### config.mk
export PLATFORM = sky130hd
export DESIGN_NAME = backscatter_sequencer
export DESIGN_NICKNAME = d
export VERILOG_FILES = /design/src/rtl/backscatter_pkg.sv /design/src/rtl/backscatter_sequencer_trigger_sync.sv /design/src/rtl/backscatter_sequencer.sv
export SDC_FILE = /design/constraint.sdc
export NUM_CORES = 1
export LEC_CHECK = 0
export CAP_MARGIN = 20
export CELL_PAD_IN_SITES_DETAIL_PLACEMENT = 0
export CELL_PAD_IN_SITES_GLOBAL_PLACEMENT = 1
export CORE_ASPECT_RATIO = 0.5
export CORE_MARGIN = 2
export CORE_UTILIZATION = 46
export CTS_CLUSTER_DIAMETER = 80
export CTS_CLUSTER_SIZE = 40
export DETAILED_ROUTE_END_ITERATION = 8
export GPL_TIMING_DRIVEN = 0
export PLACE_DENSITY = 0.81
export SLEW_MARGIN = 10
export SYNTH_ARGS = -nofsm -noshare
export SYNTH_HDL_FRONTEND = slang
export SYNTH_SLANG_ARGS = --single-unit
### constraint.sdc
create_clock -name clock -period 2.35 [get_ports clock]
set_clock_uncertainty 0.2 [all_clocks]
set_input_delay 0.705 -clock clock [delete_from_list [all_inputs] [get_ports clock]]
set_output_delay 0.705 -clock clock [all_outputs]
set_load 0.05 [all_outputs]
### src/rtl/backscatter_pkg.sv
// Shared definitions for the backscatter tag packet sequencer: the state
// encoding, the default timing for a 10 MHz clock, and a counter-width helper.
package backscatter_pkg;

  typedef enum logic [1:0] {
    ST_IDLE   = 2'd0,
    ST_DELAY  = 2'd1,
    ST_ACTIVE = 2'd2,
    ST_GUARD  = 2'd3
  } state_e;

  localparam int unsigned CLK_HZ     = 10_000_000;
  localparam int unsigned SYMBOL_US  = 16;

  localparam int unsigned DEF_DELAY_CYCLES    = 800;
  localparam int unsigned DEF_SYMBOL_CYCLES   = (CLK_HZ / 1_000_000) * SYMBOL_US;
  localparam int unsigned DEF_BITS_PER_PACKET = 32;
  localparam int unsigned DEF_GUARD_CYCLES    = 200;

  // A counter that runs 0..n-1 never needs more than $clog2(n) bits, floored at one.
  function automatic int unsigned cnt_width(input int unsigned n);
    return (n > 1) ? $clog2(n) : 1;
  endfunction

endpackage

### src/rtl/backscatter_sequencer_trigger_sync.sv
// Two-flop synchronizer for the excitation trigger plus a one-cycle rising-edge
// pulse. No edge is reported until a real low sample has been seen after reset.
module trigger_sync (
  input  logic clock,
  input  logic reset,
  input  logic async_i,
  output logic rise_o
);

  logic       sync1_q;
  logic       sync2_q;
  logic       prev_q;
  logic [2:0] valid_q;

  // NOTE: state flops take non-blocking assignments so every flop samples the
  // pre-edge value of its neighbour, which is what makes this a shift chain.
  always_ff @(posedge clock or posedge reset) begin
    if (reset) begin
      sync1_q <= 1'b0;
      sync2_q <= 1'b0;
      prev_q  <= 1'b0;
      valid_q <= '0;
    end else begin
      sync1_q <= async_i;
      sync2_q <= sync1_q;
      prev_q  <= sync2_q;
      valid_q <= {valid_q[1:0], 1'b1};
    end
  end

  // valid_q[2] marks that prev_q holds a real sample, so a trigger held high
  // through reset release does not look like a rising edge.
  assign rise_o = sync2_q & ~prev_q & valid_q[2];

endmodule

### src/rtl/backscatter_sequencer.sv
// Packet-level controller: trigger -> programmable delay -> one tag bit per
// ZigBee symbol with modulator enabled -> guard interval -> re-arm.
module backscatter_sequencer
  import backscatter_pkg::*;
#(
  parameter int unsigned DELAY_CYCLES    = DEF_DELAY_CYCLES,
  parameter int unsigned SYMBOL_CYCLES   = DEF_SYMBOL_CYCLES,
  parameter int unsigned BITS_PER_PACKET = DEF_BITS_PER_PACKET,
  parameter int unsigned GUARD_CYCLES    = DEF_GUARD_CYCLES
) (
  input  logic clock,
  input  logic reset,
  input  logic trigger_signal,
  input  logic enable,
  input  logic tag_bit,
  input  logic tag_bit_valid,
  output logic tag_bit_ready,
  output logic mod_enable,
  output logic tag_out,
  output logic symbol_strobe,
  output logic busy,
  output logic done,
  output logic underflow
);

  localparam int unsigned DW = cnt_width(DELAY_CYCLES);
  localparam int unsigned SW = cnt_width(SYMBOL_CYCLES);
  localparam int unsigned BW = cnt_width(BITS_PER_PACKET);
  localparam int unsigned GW = cnt_width(GUARD_CYCLES);

  state_e          state_q, state_d;
  logic [DW-1:0]   delay_cnt_q, delay_cnt_d;
  logic [SW-1:0]   sym_cnt_q, sym_cnt_d;
  logic [BW-1:0]   bit_idx_q, bit_idx_d;
  logic [GW-1:0]   guard_cnt_q, guard_cnt_d;

  logic mod_enable_q, mod_enable_d;
  logic tag_out_q, tag_out_d;
  logic symbol_strobe_q, symbol_strobe_d;
  logic busy_q, busy_d;
  logic done_q, done_d;
  logic underflow_q, underflow_d;

  logic trig_rise;
  logic last_delay, last_sym, last_bit, last_guard;
  logic fetch, accept, active_d;

  trigger_sync u_trigger_sync (
    .clock   (clock),
    .reset   (reset),
    .async_i (trigger_signal),
    .rise_o  (trig_rise)
  );

  assign last_delay = (delay_cnt_q == DW'(DELAY_CYCLES - 1));
  assign last_sym   = (sym_cnt_q == SW'(SYMBOL_CYCLES - 1));
  assign last_bit   = (bit_idx_q == BW'(BITS_PER_PACKET - 1));
  assign last_guard = (guard_cnt_q == GW'(GUARD_CYCLES - 1));

  // Request one bit on the last DELAY cycle and at the end of every symbol but the last.
  assign fetch = ((state_q == ST_DELAY) && last_delay) ||
                 ((state_q == ST_ACTIVE) && last_sym && !last_bit);
  assign accept = (state_q == ST_IDLE) && enable && trig_rise;

  assign tag_bit_ready = fetch;

  always_comb begin
    // NOTE: every signal assigned here gets a default first, so no path can
    // leave one unassigned and infer a latch.
    state_d     = state_q;
    delay_cnt_d = delay_cnt_q;
    sym_cnt_d   = sym_cnt_q;
    bit_idx_d   = bit_idx_q;
    guard_cnt_d = guard_cnt_q;

    case (state_q)
      ST_IDLE: begin
        delay_cnt_d = '0;
        sym_cnt_d   = '0;
        bit_idx_d   = '0;
        guard_cnt_d = '0;
        if (accept) state_d = ST_DELAY;
      end
      ST_DELAY: begin
        if (last_delay) begin
          state_d   = ST_ACTIVE;
          sym_cnt_d = '0;
          bit_idx_d = '0;
        end else begin
          delay_cnt_d = delay_cnt_q + 1'b1;
        end
      end
      ST_ACTIVE: begin
        if (last_sym) begin
          sym_cnt_d = '0;
          if (last_bit) begin
            state_d     = ST_GUARD;
            guard_cnt_d = '0;
          end else begin
            bit_idx_d = bit_idx_q + 1'b1;
          end
        end else begin
          sym_cnt_d = sym_cnt_q + 1'b1;
        end
      end
      ST_GUARD: begin
        if (last_guard) state_d = ST_IDLE;
        else            guard_cnt_d = guard_cnt_q + 1'b1;
      end
      default: state_d = ST_IDLE;
    endcase

    if (!enable) state_d = ST_IDLE;

    // Outputs are registered from the next state so they line up with it.
    active_d        = (state_d == ST_ACTIVE);
    mod_enable_d    = active_d;
    tag_out_d       = active_d & (fetch ? (tag_bit & tag_bit_valid) : tag_out_q);
    symbol_strobe_d = active_d && (sym_cnt_d == '0);
    busy_d          = (state_d != ST_IDLE);
    done_d          = (state_q == ST_ACTIVE) && (state_d == ST_GUARD);

    underflow_d = underflow_q;
    if (accept)                      underflow_d = 1'b0;
    else if (fetch && !tag_bit_valid) underflow_d = 1'b1;
  end

  // NOTE: the asynchronous reset clears every flop, outputs included, so the
  // pins drop the moment reset rises rather than at the next edge.
  always_ff @(posedge clock or posedge reset) begin
    if (reset) begin
      state_q         <= ST_IDLE;
      delay_cnt_q     <= '0;
      sym_cnt_q       <= '0;
      bit_idx_q       <= '0;
      guard_cnt_q     <= '0;
      mod_enable_q    <= 1'b0;
      tag_out_q       <= 1'b0;
      symbol_strobe_q <= 1'b0;
      busy_q          <= 1'b0;
      done_q          <= 1'b0;
      underflow_q     <= 1'b0;
    end else begin
      state_q         <= state_d;
      delay_cnt_q     <= delay_cnt_d;
      sym_cnt_q       <= sym_cnt_d;
      bit_idx_q       <= bit_idx_d;
      guard_cnt_q     <= guard_cnt_d;
      mod_enable_q    <= mod_enable_d;
      tag_out_q       <= tag_out_d;
      symbol_strobe_q <= symbol_strobe_d;
      busy_q          <= busy_d;
      done_q          <= done_d;
      underflow_q     <= underflow_d;
    end
  end

  assign mod_enable    = mod_enable_q;
  assign tag_out       = tag_out_q;
  assign symbol_strobe = symbol_strobe_q;
  assign busy          = busy_q;
  assign done          = done_q;
  assign underflow     = underflow_q;

endmodule

Yosys cells after proc, flatten, opt, wreduce, memory -nomap -nowiden
Index checks and enable logic that the tools add are counted.
{"block": "op_classes", "n_addsub": 4, "n_reduce_logical": 21, "muxes": 23, "n_bitwise": 5, "n_eq_ne": 15}
{"cell": "case mux 8 bit (3 select lines)", "n": 2}
{"cell": "2-to-1 mux 8 bit", "n": 5}
{"cell": "case mux 10 bit (2 select lines)", "n": 1}
{"cell": "adder 8 x 1 -> 8 bit (second input constant)", "n": 2}
{"cell": "equality test 8 bit (second input constant)", "n": 2}
{"cell": "2-to-1 mux 5 bit", "n": 3}
{"cell": "case mux 5 bit (3 select lines)", "n": 1}
{"cell": "2-to-1 mux 2 bit", "n": 6}
{"cell": "inequality test 2 bit (second input constant)", "n": 6}
{"cell": "adder 10 x 1 -> 10 bit (second input constant)", "n": 1}
{"cell": "equality test 10 bit (second input constant)", "n": 1}
{"cell": "2-to-1 mux 10 bit", "n": 1}
{"cell": "equality test 2 bit (second input constant)", "n": 4}
{"cell": "logical AND 1 bit", "n": 8}
{"cell": "zero test 8 bit", "n": 1}
{"cell": "case mux 2 bit (4 select lines)", "n": 1}
{"cell": "AND reduction 4 bit", "n": 2}
{"cell": "nonzero test 2 bit", "n": 3}
{"cell": "nonzero test 3 bit", "n": 2}
{"cell": "adder 5 x 1 -> 5 bit (second input constant)", "n": 1}
{"cell": "equality test 5 bit (second input constant)", "n": 1}
{"cell": "AND 1 bit", "n": 4}
{"cell": "2-to-1 mux 1 bit", "n": 3}
{"cell": "equality test 2 x 1 -> 1 bit (second input constant)", "n": 1}
{"cell": "5 further kinds", "n": 6}
{"block": "totals", "reg_bits": 45, "in_bits": 6, "out_inout_bits": 7, "elab_cells": 83}

Logic depth before layout (Yosys ltp)
Gate-level depths: netlist (run 1).
{"block": "depth", "ltp_word": 9, "mapped_depth": 8, "mapped_depth_nobuf": 8}

Modules after synthesis
A second synthesis (run 1) with hierarchy kept.
{"block": "hier_totals", "cells_unflattened": 248, "area_unflattened_um2": 2316.0}
{"module": "backscatter_sequencer", "n_inst": 1, "cells_per_inst": 239, "seq_area_each_um2": 975.9, "area_each_um2": 2149.6}
{"module": "trigger_sync", "n_inst": 1, "cells_per_inst": 9, "seq_area_each_um2": 150.1, "area_each_um2": 166.4}

Worst setup path before layout (run 1)
OpenSTA, ideal clock, no wires.
{"block": "synth_timing", "path_type": "register to output", "start": "reg delay_cnt_q[0]", "end": "out tag_bit_ready", "stages_incl_launch_ff": 5, "required_ns": 1.445, "arrival_time_ns": 1.698, "slack_ns": -0.253, "path_buffers": 0, "cell_sequence": "dfrtp_1 > ha_1 > nand4_2 > nor4_1 > a41o_1"}
{"block": "synth_between", "elab_chain_len": 3}
{"element": "start, declared", "line": "backscatter_sequencer.sv:32", "source": "logic [DW-1:0] delay_cnt_q, delay_cnt_d;"}
{"element": "start signal, assigned", "line": "backscatter_sequencer.sv:145", "source": "delay_cnt_q <= delay_cnt_d;"}
{"element": "equality test 10 bit", "line": "backscatter_sequencer.sv:55", "source": "assign last_delay = (delay_cnt_q == DW'(DELAY_CYCLES - 1));"}
{"element": "logical AND 1 bit", "line": "backscatter_sequencer.sv:61", "source": "assign fetch = ((state_q == ST_DELAY) && last_delay) ||"}
{"element": "logical OR 1 bit", "line": "backscatter_sequencer.sv:61"}
{"element": "end, declared", "line": "backscatter_sequencer.sv:17", "source": "output logic tag_bit_ready,"}
No other way between the ends.

Worst setup path after layout (run 1)
{"block": "layout_timing", "start": "reg bit_idx_q[0]", "end": "out tag_bit_ready"}
{"block": "layout_between", "elab_chain_len": 4}
{"element": "start, declared", "line": "backscatter_sequencer.sv:34", "source": "logic [BW-1:0] bit_idx_q, bit_idx_d;"}
{"element": "start signal, assigned", "line": "backscatter_sequencer.sv:147", "source": "bit_idx_q <= bit_idx_d;"}
{"element": "equality test 5 bit", "line": "backscatter_sequencer.sv:57", "source": "assign last_bit = (bit_idx_q == BW'(BITS_PER_PACKET - 1));"}
{"element": "zero test 1 bit", "line": "backscatter_sequencer.sv:62", "source": "((state_q == ST_ACTIVE) && last_sym && !last_bit);"}
{"element": "logical AND 1 bit", "line": "backscatter_sequencer.sv:62"}
{"element": "logical OR 1 bit", "line": "backscatter_sequencer.sv:61"}
No other way between the ends.

==> reports/summary.md, run 1 <==
Count of warnings emitted by yosys: 0. After synthesis, the largest area contributor takes up 49.4% of total cell area. The tools report the max-slew violation count as 0.

Global routing consumed, over all layers together, 18.9% of the routing resources. The worst hold path class was flip-flop to flip-flop. After synthesis the netlist holds a flip-flop and latch count of 45. The share of the clock period used by the worst path was 109%; the normalized max-slew margin was 56.3%. Based on the critical path, the design can be clocked at up to 391 MHz. In this run the static leakage power is 1.25 nW. The total die area is 5570 µm², and the largest voltage drop on the vdd net is 0.376 mV. Final hold analysis gives a worst-case slack of 0.153 ns.

The quantity of I/O buffers inserted on ports was 12. The startpoint class of the critical path is a flip-flop. Setup repair after global routing could not meet its margin everywhere. For this block, the routed nets add up to 4.87 mm of wire.

By count the netlist is led by sky130_fd_sc_hd__dfrtp_1 (45), sky130_fd_sc_hd__nand2_1 (25), sky130_fd_sc_hd__o21ai_0 (25). In this run the cell area measured after placement is 2520 µm². The number of buffers on the longest clock path came out at 2.

The total number of vias came out at 1851. The logs give 275 for the number of nets in the finished design and -0.207 ns for the setup slack after layout. The floorplan has 18 rows.

The share of flip-flops with an asynchronous set or reset after synthesis came out at 100%. For the worst setup path, the data required time is 1.44 ns. Data on the critical path arrives at its endpoint at 1.65 ns. Buffers inserted to repair hold after CTS numbered 0.

The total chip power was 1.85 mW; the count of mapped cells out of synthesis was 232. Sorting the synthesized cells by area gives the leading types as sky130_fd_sc_hd__dfrtp_1 (49%), sky130_fd_sc_hd__o21ai_0 (5.5%), sky130_fd_sc_hd__nand2_1 (4.1%). The per-instance average area after synthesis works out to 9.83 µm². The checks that failed: setup timing. After filler insertion, the fill cell instance count of the layout stands at 424.

The average via count per standard cell came out at 5.54. At the pin with the least slew margin, the transition time is 0.650 ns. Area taken by multi-input logic gates: 1190 µm². Along the worst path, the maximum fanout reaches 2.

0 antenna diodes ended up in the layout. The run gives 0 as the initial antenna violation count. The via count of the first global-routing pass came out at 1705. The number of search-and-repair iterations in the first detailed-routing pass came out at 4.

The synthesized design spends more area on one cell type than any other, namely sky130_fd_sc_hd__dfrtp_1. After detailed routing, the number of remaining DRC violations is 0. The run gives 2280 µm² as the cell area after synthesis. The register area share after synthesis was 49.4%; the number of top-level pins was 13. The DRC violation total after the first TritonRoute iteration came out at 48. The fraction of final layout cells with drive strength greater than 1 is 19.3%, and the routed wirelength normalized by instance count is 14.6 µm. The first global-routing pass estimated 8.09 mm of wire. The H-tree was split into 2 levels.

The maximum number of pins on one net before global-route repair is 31. Most common cell in the synthesized netlist: sky130_fd_sc_hd__dfrtp_1. The count of maximum capacitance violations was 0; the die span in x was 104 µm. The core region is 4840 µm². Once layout is done, the placed cells without fillers occupy 2790 µm². Dividing total power by cell area gives a power density of 663 nW/µm². After clock tree synthesis, the clock-pin slew on the worst setup and hold paths is 0.08 ns. The clock net in this run drives a total of 45 sinks. The number of nets in the synthesized netlist is 243. The worst setup path is captured at a primary output. Summing all flip-flop and latch instances after layout gives 1130 µm². CTS placed an instance of sky130_fd_sc_hd__clkbuf_8 at the clock tree root. The run finished, with violations left. For the worst-skew pair, the clock arrives at the later sink with an insertion delay of 0.30 ns. In this run the vertical extent of the chip is 53.8 µm.

For this configuration, the core starts out at a cell density of 47.1%. Compared with the post-synthesis result, the final layout area differs by 22.3%. Yosys mapped the design onto 53 distinct sky130hd cell types. Number of endpoints failing setup at the final stage: 1. TritonCTS built the clock tree.

The most used flip-flop cell after synthesis is sky130_fd_sc_hd__dfrtp_1. Routability-driven placement finished with a final weighted congestion of 0.769. The setup path with the least slack is of type flip-flop to primary output.

After layout, the minimum clock period comes to 2.56 ns. Detailed placement finished with a half-perimeter wire length of 3.35 mm. For the number of nets with antenna violations after detailed routing, the log shows 0. The logs give 0 for the count of final hold-check violations and 0 for the total congestion overflow after global routing. Counting flops with a built-in enable in the synthesized netlist gives 0.

Clock tree synthesis inserted a total of 5 buffers.
## critical path, stage by stage (launching register included)
cell and delay [ns]:
sky130_fd_sc_hd__dfrtp_1 0.38, sky130_fd_sc_hd__ha_2 0.19, sky130_fd_sc_hd__and3_4 0.18, sky130_fd_sc_hd__ha_4 0.16
sky130_fd_sc_hd__nor2_2 0.07, sky130_fd_sc_hd__a41o_2 0.23, sky130_fd_sc_hd__buf_8 0.15
## kinds of logic after synthesis
family,share of synthesized area [%]
and+or+nand+nor,21.5
AOI/OAI and AO/OA,20.1
DFF,49.4
buffers and inverters,2.58
xor gates and xnor gates,3.07
adders and majority gates,2.74
other,0.164
muxes,0.494
## registers in the layout (all words and copies together) (netlist names)
name and cells:
u_trigger_sync.sync1_q 1, u_trigger_sync.sync2_q 1, guard_cnt_q 8, tag_out 1
mod_enable 1, sym_cnt_q 8, underflow 1, delay_cnt_q 10
u_trigger_sync.prev_q 1, done 1, symbol_strobe 1, u_trigger_sync.valid_q 3
bit_idx_q 5, busy 1, state_q 2
## cells in the final DEF (no fill, tap or decap), drive strengths merged, types with 5 or more instances in the layout
cell,instances
nor2,17
clkbuf,9
and3,5
o21ai,38
xor2,5
buf,21
nand3,12
o31ai,5
nand4,5
nand2b,7
nand2,25
nor2b,6
ha,5
dfrtp,45
clkdlybuf4s50,5
## where the power goes
part | internal, mW | switching [mW]
Sequential | 0.821 | 0.0369
Combinational | 0.179 | 0.326
Clock | 0.234 | 0.252
## worst paths after layout
path	slack [ns]	cells after the start	to	from
max	-0.21	6	tag_bit_ready	bit_idx_q[0]
min	0.15	0	u_trigger_sync.sync2_q	u_trigger_sync.sync1_q
max reg2reg	0.07	9	bit_idx_q[3]	bit_idx_q[0]
min reg2reg	0.15	0	u_trigger_sync.sync2_q	u_trigger_sync.sync1_q
max in group asynchronous	0.97	3	state_q[1]	reset
min in group asynchronous	0.50	2	bit_idx_q[3]	reset
## layer usage
metal	routed length, µm	part of all wire, %	up-vias	track usage, %
li1	-	-	914	-
met1	2460	51	909	24.4
met2	2210	45	23	31.8
met3	142	2.9	5	4.84
met4	52	1.1	0	6.76
met5	0	0	-	0
## layout make-up
type / instances / share of cell area, %
inverter: 2 / 0.269
sequential: 45 / 40.4
multi-input combinational: 176 / 42.6
timing repair buffer: 25 / 8.57
clock buffer: 7 / 3.10
buffer: 9 / 1.84
tap: 70 / 3.14
## through the flow
step                      setup TNS (ns)  setup slack (ns)  util (%)  cells
final                             -0.207            -0.207      57.6    334
after global routing              -0.458            -0.265      57.6    334
after CTS                         -0.234            -0.234      56.2    330
after detailed placement          -0.820            -0.820      52.1    315
after global placement            -23.33            -0.786      51.7    314
after floorplan                        0           0.00908         -    232
## timing repair
item / in CTS / in global routing
pin swaps: 5 / 5
buffers inserted: 8 / 4
hold endpoints to repair: 0 / 0
endpoints found under the setup margin: 4 / 6
gates resized for setup: 20 / 11
No activity file was read; power rests on OpenSTA's default activity.
==> run 2: changes to the inputs <==
--- a/config.mk
+++ b/config.mk
@@ -15,8 +15,10 @@
 export CTS_CLUSTER_SIZE = 40
 export DETAILED_ROUTE_END_ITERATION = 8
 export GPL_TIMING_DRIVEN = 0
-export PLACE_DENSITY = 0.81
+export PLACE_DENSITY = 0.82
+export REMOVE_ABC_BUFFERS = 1
 export SLEW_MARGIN = 10
 export SYNTH_ARGS = -nofsm -noshare
 export SYNTH_HDL_FRONTEND = slang
+export SYNTH_HIERARCHICAL = 1
 export SYNTH_SLANG_ARGS = --single-unit
==> reports/summary.md, run 2 <==
The run finished, with violations left. The checks that failed: setup timing. Number of antenna repair diodes: 0 (unchanged). The fraction of met3 tracks used by global routing is 4.48% (-0.36 points). The per-instance average area after synthesis was 9.34 µm² (-5.0%); the area growth from synthesis to layout was 30.6%.

The run gives 28.6% (+1.3 points) as the combinational fraction of design power. The tools report the total number of vias as 1973 (+6.6%). The total congestion overflow after global routing came out at 0 (unchanged).

The power dissipated by switching net loads came out at 612 µW (-0.56%). The setup path with the least slack is of type flip-flop to primary output. The setup slack after layout is -0.256 ns (-0.0491 ns). The logs give 0 (unchanged) for the count of maximum capacitance violations and 24.7% (-1.6 points) for the share of total power in the clock network. Largest fanout on the critical path: 3 (+1).

The flip-flop count of the largest register after layout works out to 10 (unchanged). The worst hold path belongs to the class flip-flop to flip-flop. The tools report the number of endpoints failing setup at the final stage as 3 (+2). The number of top-level pins was 13 (unchanged). The tools report the total die area as 5650 µm² (+1.5%). The die span in y works out to 54.2 µm (+0.73%). The tools report the distinct cell type count of the synthesized netlist as 49 (-7.5%).

The core outline area was 4890 µm² (+0.93%); the die span in x was 104 µm (+0.76%). Wire length of the first global-routing pass: 8.50 mm (+5.1%). The worst setup path is captured at a primary output. The tools report the cell area after synthesis as 2320 µm² (+1.6%). The smallest hold slack came out at 0.156 ns (+0.00344 ns).

The count of warnings emitted by yosys is 6 (+6), and the count of flip-flops with a built-in enable after synthesis is 0 (unchanged). The register with the highest flop count is delay_cnt_q. The initial antenna violation count came out at 0 (unchanged).

The CTS clock-pin slew for the worst setup and hold paths was 0.08 ns (about the same); the met2 global-route usage was 33.4% (+1.7 points). The number of buffers inserted during clock tree synthesis was 5 (unchanged); the share of the clock period used by the worst path was 111% (+2.1 points). The via count of the first global-routing pass was 1851 (+8.6%); the total wire length was 5.46 mm (+12%). The leading area contributor after synthesis was sky130_fd_sc_hd__dfrtp_1.

The share of flip-flops with an asynchronous set or reset after synthesis came out at 100% (unchanged). Most frequent standard cell in the layout excluding fill and tap cells: sky130_fd_sc_hd__dfrtp_1. The clock period minus worst slack was 2.61 ns (+0.0491 ns).

Clock tree synthesis selected as its root buffer the cell sky130_fd_sc_hd__clkbuf_8. The worst setup path is launched from a flip-flop. The run gives 19.6% (+0.74 points) as the total track usage. The run gives 0 (unchanged) as the detailed-route DRC error count. For the number of search-and-repair iterations in the first detailed-routing pass, the log shows 4 (unchanged).

Sorting the synthesized cells by how often they occur yields sky130_fd_sc_hd__dfrtp_1 (45), sky130_fd_sc_hd__o21ai_0 (32), sky130_fd_sc_hd__nand2_1 (23). The met1 routing resource usage after global routing is 25.5% (+1.1 points). The logs give 0.30 ns (about the same) for the insertion delay to the later sink of the worst-skew pair and 1.44 ns (about the same) for the data required time at the worst endpoint. The fraction of final layout cells with drive strength greater than 1 is 26.0% (+6.7 points), and the final weighted congestion of routability-driven global placement is 0.791 (+2.8%). Setup repair after global routing could not meet its margin everywhere. The most common cell in the synthesized netlist is sky130_fd_sc_hd__dfrtp_1. For the number of clock sinks, the log shows 45 (unchanged). The area fraction of the dominant cell type after synthesis was 48.6% (-0.77 points); the routed wirelength normalized by instance count was 15.1 µm (+3.5%).

The largest registers in the layout are delay_cnt_q x10, guard_cnt_q x8, sym_cnt_q x8. The count of mapped cells out of synthesis came out at 248 (+6.9%). The total number of placement rows is 18 (unchanged). The transition time at the pin with the least slew margin is 0.571 ns (-0.0782 ns), and the switching share of power is 32.8% (-0.47 points).

The largest voltage drop on the vdd net was 0.257 mV (-32%); the synthesized flop and latch total was 45 (unchanged). The library cells used most frequently in the layout, excluding fill and tap cells, are sky130_fd_sc_hd__dfrtp_1 (38), sky130_fd_sc_hd__buf_4 (27), sky130_fd_sc_hd__nand2_1 (23). The average via count per standard cell was 5.45 (-1.7%).

For the half-perimeter wire length after detailed placement, the log shows 3.38 mm (+0.88%). Maximum number of pins on one net before global-route repair: 24 (-23%). The cell internal power dissipation is 1.25 mW (+1.6%), and the power density over the cells is 617 nW/µm² (-7.0%).

For the share of total power in sequential cells, the log shows 46.7% (+0.3 points). The logs give 61.6% (+5.3 points) for the normalized max-slew margin and 58 (+21%) for the DRC violation total after the first TritonRoute iteration. The final total negative setup slack is -0.513 ns (-0.306 ns). The register area share after synthesis is 48.6% (-0.77 points), and the static leakage power is 1.35 nW (+8.3%). The H-tree depth came out at 2 (unchanged).

In the synthesized netlist the dominant register cell turns out to be sky130_fd_sc_hd__dfrtp_1. The run gives 0 (unchanged) as the count of final hold-check violations. The number of nets in the finished design was 302 (+9.8%). The quantity of I/O buffers inserted on ports works out to 12 (unchanged). After synthesis, the cell types taking the most area are sky130_fd_sc_hd__dfrtp_1 (49%), sky130_fd_sc_hd__o21ai_0 (6.9%), sky130_fd_sc_hd__nand2_1 (3.7%). TritonCTS built the clock tree. The tools report the number of buffers on the longest clock path as 2 (unchanged).

The layer with the highest usage is met2. The data arrival time of the worst path was 1.70 ns (+0.05 ns); the number of nets with antenna violations after detailed routing was 0 (unchanged). The logs give 0 (unchanged) for the max-slew violation count and 47.4% (+0.31 points) for the effective utilization at floorplan.

Maximum achievable frequency: 384 MHz (-1.9%).
[run 2: changes by cell type after synthesis, moves of 4 or more]
cell / change
sky130_fd_sc_hd__nor2b_1: -4
sky130_fd_sc_hd__o21ai_1: -12
sky130_fd_sc_hd__nor2_1: +4
sky130_fd_sc_hd__inv_1: +12
sky130_fd_sc_hd__o21ai_0: +7
sky130_fd_sc_hd__buf_2: -5
sky130_fd_sc_hd__clkbuf_1: +4
[run 2: through the flow]
| step | cells | area, µm² | total power, mW | setup WS (ns) | util [%] |
|---|---|---|---|---|---|
| 2_1_floorplan | 239 | 2280 | 1.11 | -0.175 | - |
| 3_3_place_gp | 321 | 2490 | 1.23 | -0.920 | 50.9 |
| 3_5_place_dp | 323 | 2520 | 1.24 | -0.925 | 51.6 |
| 4_1_cts | 344 | 2760 | 1.77 | -0.290 | 56.5 |
| 5_1_grt | 362 | 3020 | 1.97 | -0.322 | 61.9 |
| 6_report | 362 | 3020 | 1.87 | -0.256 | 61.9 |
[run 2: repair_timing]
item | 4_1_cts | 5_1_grt
buffers inserted | 13 | 18
hold buffers | 0 | 0
cloned | 0 | 1
endpoints found under the setup margin | 27 | 28
resized for setup | 24 | 45
pin swaps | 6 | 17
[run 2: per-layer routing]
metal  wire (µm)  up-vias  part of all wire (%)
met5           0        -                     0
met4          38        0                  0.70
met3         144        5                   2.6
met2        2650       20                    48
met1        2630      974                    48
li1            -      974                     -
[run 2: power groups by stage]
| stage | combinational [mW] | sequential (mW) | clock [mW] |
|---|---|---|---|
| final | 0.533 | 0.871 | 0.461 |
| after global routing | 0.578 | 0.876 | 0.514 |
| after CTS | 0.426 | 0.866 | 0.478 |
| after detailed placement | 0.358 | 0.883 | 0 |
| after global placement | 0.345 | 0.881 | 0 |
| after floorplan | 0.195 | 0.920 | 0 |
[run 2: cell type report]
cell class	instances	area [µm²]
inverters	14	52.6
flip-flops and latches	45	1130
fillers	409	1860
multi-input cells	181	1270
well taps	70	87.6
repair buffers	44	398
clock buffers	8	80.1
[run 2: worst max-delay path: stages, from the launching register on]
cell and delay, ns:
sky130_fd_sc_hd__dfrtp_1 0.40, sky130_fd_sc_hd__ha_2 0.20, sky130_fd_sc_hd__and3_4 0.18, sky130_fd_sc_hd__ha_4 0.17, sky130_fd_sc_hd__nor2_4 0.09, sky130_fd_sc_hd__a22o_1 0.19, sky130_fd_sc_hd__buf_6 0.17
[run 2: path summary, 6_finish.rpt]
path	from	end	slack, ns	cells after the start
max in group asynchronous	reset	sym_cnt_q[4]	0.93	3
min in group asynchronous	reset	u_trigger_sync/prev_q	0.46	2
setup / recovery	bit_idx_q[1]	tag_bit_ready	-0.26	6
hold / removal	u_trigger_sync/sync1_q	u_trigger_sync/sync2_q	0.16	0
setup reg to reg	delay_cnt_q[0]	symbol_strobe	-0.21	8
hold reg to reg	u_trigger_sync/sync1_q	u_trigger_sync/sync2_q	0.16	0
[run 2: logic make-up after synthesis]
family / share of synthesized area (%)
other cells: 0.162
flops: 48.6
compound gates: 16.9
simple gates: 23.9
fa+ha+maj: 2.70
buf+inv: 3.84
mux: 0.864
xor+xnor: 3.03
